**config.mk**
```make
export PLATFORM = sky130hd
export DESIGN_NAME = sram_mask_bank_flat
export DESIGN_NICKNAME = d
export VERILOG_FILES = /design/src/rtl/sram_mask_bank_if.sv /design/src/rtl/sram_mask_bank.sv /design/src/flat_wrapper.sv
export SDC_FILE = /design/constraint.sdc
export NUM_CORES = 2
export LEC_CHECK = 0
export CAP_MARGIN = 20
export CORE_MARGIN = 1
export CORE_UTILIZATION = 60
export CTS_CLUSTER_DIAMETER = 120
export DETAILED_ROUTE_END_ITERATION = 6
export PLACE_DENSITY = 0.8
export SYNTH_ARGS = -nofsm -noshare
export SYNTH_HDL_FRONTEND = slang
export SYNTH_SLANG_ARGS = --single-unit
```
**constraint.sdc**
```tcl
create_clock -name clk -period 6.6 [get_ports clk]
set_input_delay 1.98 -clock clk [delete_from_list [all_inputs] [get_ports clk]]
set_output_delay 1.98 -clock clk [all_outputs]
set_load 0.02 [all_outputs]
```
**src/rtl/sram_mask_bank_if.sv**
```systemverilog
// Access bundle for sram_mask_bank: init/ready handshake, read port and byte-masked write port.
interface sram_mask_bank_if #(
  parameter int DATA_WIDTH = 32,
  parameter int ADDR_LEN   = 6
);
  logic                      init_req;
  logic                      ready;
  logic                      ren;
  logic [ADDR_LEN-1:0]       raddr;
  logic                      we;
  logic [ADDR_LEN-1:0]       waddr;
  logic [DATA_WIDTH-1:0]     wdata;
  logic [DATA_WIDTH/8-1:0]   wmask;
  logic [DATA_WIDTH-1:0]     rdata;
  logic                      rvalid;

  modport master (
    output init_req, ren, raddr, we, waddr, wdata, wmask,
    input  ready, rdata, rvalid
  );

  modport slave (
    input  init_req, ren, raddr, we, waddr, wdata, wmask,
    output ready, rdata, rvalid
  );
endinterface

```
**src/rtl/sram_mask_bank.sv**
```systemverilog
// Simple dual-port byte-masked SRAM bank with a hardware clearing sweep and per-byte write-first forwarding.
// Optional macro SRAM_OUT_REG_EN adds a second output register stage (read latency 2).
module sram_mask_bank #(
  parameter int                    DATA_WIDTH = 32,
  parameter int                    ADDR_LEN   = 6,
  parameter logic [DATA_WIDTH-1:0] INIT_VALUE = '0
) (
  input logic              clk,
  input logic              reset,
  sram_mask_bank_if.slave  bus
);
  localparam int NB    = DATA_WIDTH / 8;
  localparam int DEPTH = 1 << ADDR_LEN;
  localparam logic [ADDR_LEN:0] LAST = (ADDR_LEN+1)'(DEPTH - 1);

  typedef enum logic {INIT, READY} state_t;

  state_t                state, state_nxt;
  logic [ADDR_LEN:0]     cnt, cnt_nxt;
  logic [DATA_WIDTH-1:0] mem [DEPTH];

  logic                  mem_we;
  logic [ADDR_LEN-1:0]   mem_addr;
  logic [DATA_WIDTH-1:0] mem_data;
  logic [NB-1:0]         mem_be;

  logic                  rd_fire;
  logic [DATA_WIDTH-1:0] rd_word;
  logic [DATA_WIDTH-1:0] rdata_p0;
  logic                  vld_p0;

  function automatic logic [DATA_WIDTH-1:0] merge_bytes(
    input logic [DATA_WIDTH-1:0] old_word,
    input logic [DATA_WIDTH-1:0] new_word,
    input logic [NB-1:0]         mask
  );
    logic [DATA_WIDTH-1:0] res;
    res = old_word;
    for (int i = 0; i < NB; i++)
      if (mask[i]) res[8*i +: 8] = new_word[8*i +: 8];
    return res;
  endfunction

  always_ff @(posedge clk or posedge reset) begin
    if (reset) begin
      state <= INIT;
      cnt   <= '0;
    end else begin
      state <= state_nxt;
      cnt   <= cnt_nxt;
    end
  end

  // The sweep borrows the write port; user writes only reach the array in READY.
  always_comb begin
    state_nxt = state;
    cnt_nxt   = cnt;
    mem_we    = 1'b0;
    mem_addr  = bus.waddr;
    mem_data  = bus.wdata;
    mem_be    = bus.wmask;
    case (state)
      INIT: begin
        mem_we   = 1'b1;
        mem_addr = cnt[ADDR_LEN-1:0];
        mem_data = INIT_VALUE;
        mem_be   = '1;
        cnt_nxt  = cnt + 1'b1;
        if (cnt == LAST) state_nxt = READY;
      end
      READY: begin
        mem_we = bus.we;
        if (bus.init_req) begin
          state_nxt = INIT;
          cnt_nxt   = '0;
        end
      end
      default: state_nxt = INIT;
    endcase
  end

  assign bus.ready = (state == READY);

  always_ff @(posedge clk) begin
    if (mem_we)
      for (int i = 0; i < NB; i++)
        if (mem_be[i]) mem[mem_addr][8*i +: 8] <= mem_data[8*i +: 8];
  end

  assign rd_fire = (state == READY) && bus.ren;

  always_comb begin
    rd_word = mem[bus.raddr];
    if (bus.we && (bus.waddr == bus.raddr))
      rd_word = merge_bytes(mem[bus.raddr], bus.wdata, bus.wmask);
  end

  // Stage 0: registered read result, held when no read is accepted
  always_ff @(posedge clk or posedge reset) begin
    if (reset) begin
      rdata_p0 <= '0;
      vld_p0   <= 1'b0;
    end else begin
      vld_p0 <= rd_fire;
      if (rd_fire) rdata_p0 <= rd_word;
    end
  end

`ifdef SRAM_OUT_REG_EN
  logic [DATA_WIDTH-1:0] rdata_p1;
  logic                  vld_p1;

  // Stage 1: output register, holds its value when idle
  always_ff @(posedge clk or posedge reset) begin
    if (reset) begin
      rdata_p1 <= '0;
      vld_p1   <= 1'b0;
    end else begin
      vld_p1 <= vld_p0;
      if (vld_p0) rdata_p1 <= rdata_p0;
    end
  end

  assign bus.rdata  = rdata_p1;
  assign bus.rvalid = vld_p1;
`else
  assign bus.rdata  = rdata_p0;
  assign bus.rvalid = vld_p0;
`endif
endmodule

```
**src/flat_wrapper.sv**
```systemverilog
// flat-port wrapper written by rule: the top's interface ports become plain ports
module sram_mask_bank_flat 
#(
  parameter int                    DATA_WIDTH = 32,
  parameter int                    ADDR_LEN   = 6,
  parameter logic [DATA_WIDTH-1:0] INIT_VALUE = '0
)
  (clk, reset, bus_init_req, bus_ren, bus_raddr, bus_we, bus_waddr, bus_wdata, bus_wmask, bus_ready, bus_rdata, bus_rvalid);
  sram_mask_bank_if #(.DATA_WIDTH(DATA_WIDTH), .ADDR_LEN(ADDR_LEN)) bus_i ();
  input logic clk;
  input logic reset;
  input wire logic [$bits(bus_i.init_req)-1:0] bus_init_req;
  input wire logic [$bits(bus_i.ren)-1:0] bus_ren;
  input wire logic [$bits(bus_i.raddr)-1:0] bus_raddr;
  input wire logic [$bits(bus_i.we)-1:0] bus_we;
  input wire logic [$bits(bus_i.waddr)-1:0] bus_waddr;
  input wire logic [$bits(bus_i.wdata)-1:0] bus_wdata;
  input wire logic [$bits(bus_i.wmask)-1:0] bus_wmask;
  output wire logic [$bits(bus_i.ready)-1:0] bus_ready;
  output wire logic [$bits(bus_i.rdata)-1:0] bus_rdata;
  output wire logic [$bits(bus_i.rvalid)-1:0] bus_rvalid;
  assign bus_i.init_req = bus_init_req;
  assign bus_i.ren = bus_ren;
  assign bus_i.raddr = bus_raddr;
  assign bus_i.we = bus_we;
  assign bus_i.waddr = bus_waddr;
  assign bus_i.wdata = bus_wdata;
  assign bus_i.wmask = bus_wmask;
  assign bus_ready = bus_i.ready;
  assign bus_rdata = bus_i.rdata;
  assign bus_rvalid = bus_i.rvalid;
  sram_mask_bank #(.DATA_WIDTH(DATA_WIDTH), .ADDR_LEN(ADDR_LEN), .INIT_VALUE(INIT_VALUE)) u_core (.clk(clk), .reset(reset), .bus(bus_i));
endmodule
```
==> run metrics <==
Starting Density=60.8%; GRT Max-Usage Layer=met2; commonest non-fill, non-tap cell in the layout=edfxtp_1; via count=40700; reg2reg end=u_core.mem[39][1]; mux share of post-synthesis cell area=around 17%; Post-Synth Simple-Gate Area=2.85%; RSZ-0062 raised after global routing=false; drt wl/cell=34.4 um; Slew Limit Fails=0; die area=137000 um^2; Post-DP Area=84300 um^2; worst-margin pin slew=1220 ps; Nets=3947; # rows=134; Post-Syn Nets=approximately 3800; leakage power=about 0.023 uW; Port Buf Inserts=86; Min Hold Slack=585 ps; worst skew pair latency=slightly above 800 ps; TNS Setup=0 ps; Post-Syn Area=81500 um^2; flop2flop setup slack=2350 ps; kind of critical path=in2reg; DRC violations left=0; initial DRC count=6496; I/O pins=87; CTS H-tree lvls=4; Hold Path Stages=2; WL final=200000 um; Critical Path Fanout Max=8; max cap viols=0; Root Buffer=clkbuf_16; # hold bufs at CTS=0; Final ANT Viol Nets=0; P_int=20700 uW; routability cong.=0.910; asr flop ratio synth=1.96%; met3 Usage GRT=under 10%; sequential fraction of design power=55.3%; global-route wire length before repair=286000 um; min-delay worst type=reg2reg; via/cell ratio=between 6 and 7; final critical-path share of the clock period=76.2%; Crit path required time=7060 ps; Worst Skew=29.0 ps; die width=371 um; clock power share=42.5%; met2 Use GR=46.9%; Synth Area in XOR/XNOR=0.118%; CP Data Arrival Time=5490 ps; combinational power share=2.2%; Layout area overhead=11.1%; hold_sp=u_core.cnt[6]; worst-case reg-to-reg path depth=4; Max Clock Freq=around 0.2 GHz; Yosys warning count=0; vias in the first global route=40900; core area=between 100000 and 150000 um^2; Final min period=about 5000 ps; share of cells above drive strength 1=24.5%; Die Ht=371 um; TritonCTS buffer count=191; drt first pass iters=6; Net Switching=~5200 uW; maximum buffer depth of the clock tree=3; post-synthesis sequential area ratio=76.7%; relative slew slack=between 10% and 20%; post-detail-place hpwl=roughly 120000 um; library cells used by synthesis=between 50 and 60; Final setup viols=0; PD cells=between 200 and 300 nW/um^2; worst r2r src=u_core.bus.ready; total gr overflow=0; Tot GR Track Use=29.5%; cell area after layout=a little over 90000 um^2; main combinational cell family by area after synthesis=multiplexers; Post-synth EDFFs=2048; Final Hold Viols=0; clk slew on worst S/H paths=60 ps; peak supply drop=0.000269 V; met1 Resource Use GR=39.9%; CTS resizes=0; pin count of the biggest net entering global routing=146; Post-synth top flop=edfxtp_1; CP endpoint kind=flip-flop; Clock Sinks=roughly 2100; #FFs+latches synth=approximately 2100; TritonCTS clock tree=done; Syn Area/Cell=21.8 um^2; antenna violations before repair=7; compound-gate portion of the synthesized area=1.67%; run status=finished, final reports clean; Switching Fraction=20.0%; Setup Fix Bufs, Post-CTS=0; Worst setup SP type=input port; most frequent cells in the layout=edfxtp_1, mux4_2, nor2_1; worst-case hold path end point=u_core.cnt[6]; adder-cell share of the synthesized area=0.0154%; Post-Syn Instances=about 3700
worst max-delay path: stages:
cell and delay (ps):
clkdlybuf4s50_1 650, mux2i_1 280, nor2_1 1010, nand2_1 740, nor2_1 810
how the worst max path moves through the flow:
stage | startpoint | endpoint | slack, ps | cells past startpoint
2_1_floorplan | bus_raddr[2] | u_core.bus.rdata[24] | 2680 | 8
3_3_place_gp | bus_waddr[0] | u_core.mem[31][6] | 1220 | 5
3_5_place_dp | bus_waddr[0] | u_core.mem[39][1] | 1110 | 5
4_1_cts | bus_waddr[0] | u_core.mem[39][1] | 1960 | 5
5_1_grt | bus_waddr[0] | u_core.mem[31][2] | 1640 | 5
6_report | bus_waddr[0] | u_core.mem[39][1] | 1570 | 5
flip-flops by register name, indices dropped and copies added (netlist names):
| register | cells |
|---|---|
| u_core.bus.rvalid | 1 |
| u_core.bus.rdata | 32 |
| u_core.cnt | 7 |
| u_core.mem | 2048 |
| u_core.bus.ready | 1 |
synthesized netlist by cell type (31+ instances only):
cell type  count  share of area [%]
edfxtp_1    2048                 75
mux4_2       566                 16
nor2_1       283                1.3
mux2i_1      111                1.4
nand2_1       91               0.42
a22oi_1       85               0.78
clkbuf_1      67               0.31
nand3_1       46               0.28
and2_1        44               0.34
buf_2         43               0.26
dfrtp_1       41                1.3
buf_4         38               0.35
buf_1         33               0.15
inv_1         33               0.15
a21oi_1       31               0.19
stage by stage:
stage                     std cells  util [%]  total power (uW)  setup slack (ps)
final                          5823      67.5             25900              1570
after global routing           5823      67.5             26400              1640
after CTS                      5820      67.5             26000              1960
after detailed placement       5466      62.9             15200              1110
after global placement         5465      62.9             15200              1220
after floorplan                3732         -             15000              2680
area by class of cell:
class | count | area (um^2)
multi-input cells | 1409 | 17800
well taps | 1768 | 2210
diodes | 1 | 2.50
clock buffers | 233 | 5070
repair buffers | 168 | 1690
flip-flops and latches | 2089 | 62500
fillers | 7838 | 43500
inverters | 34 | 128
clock inverters | 121 | 1120
power by group through the flow:
stage	logic (uW)	clock network (uW)	registers (uW)
global route	604	11500	14300
detailed placement	575	0	14600
CTS	580	11000	14300
finish	582	11000	14300
floorplan	402	0	14600
global placement	570	0	14600
logic make-up after synthesis:
logic type	after synthesis
muxes	687
AOI/OAI and AO/OA	187
and+or+nand+nor	523
xor gates and xnor gates	11
DFF	2089
buffers and inverters	234
adders and majority gates	1
layer usage:
metal | share of wire, % | up-vias | wire length [um]
met1 | 35 | 21000 | 70400
met3 | 12 | 535 | 23800
met2 | 49 | 3234 | 97400
li1 | - | 15900 | -
met5 | 0.073 | - | 146
met4 | 4.3 | 12 | 8590
Note: power is estimated with default switching activity, not from simulation.
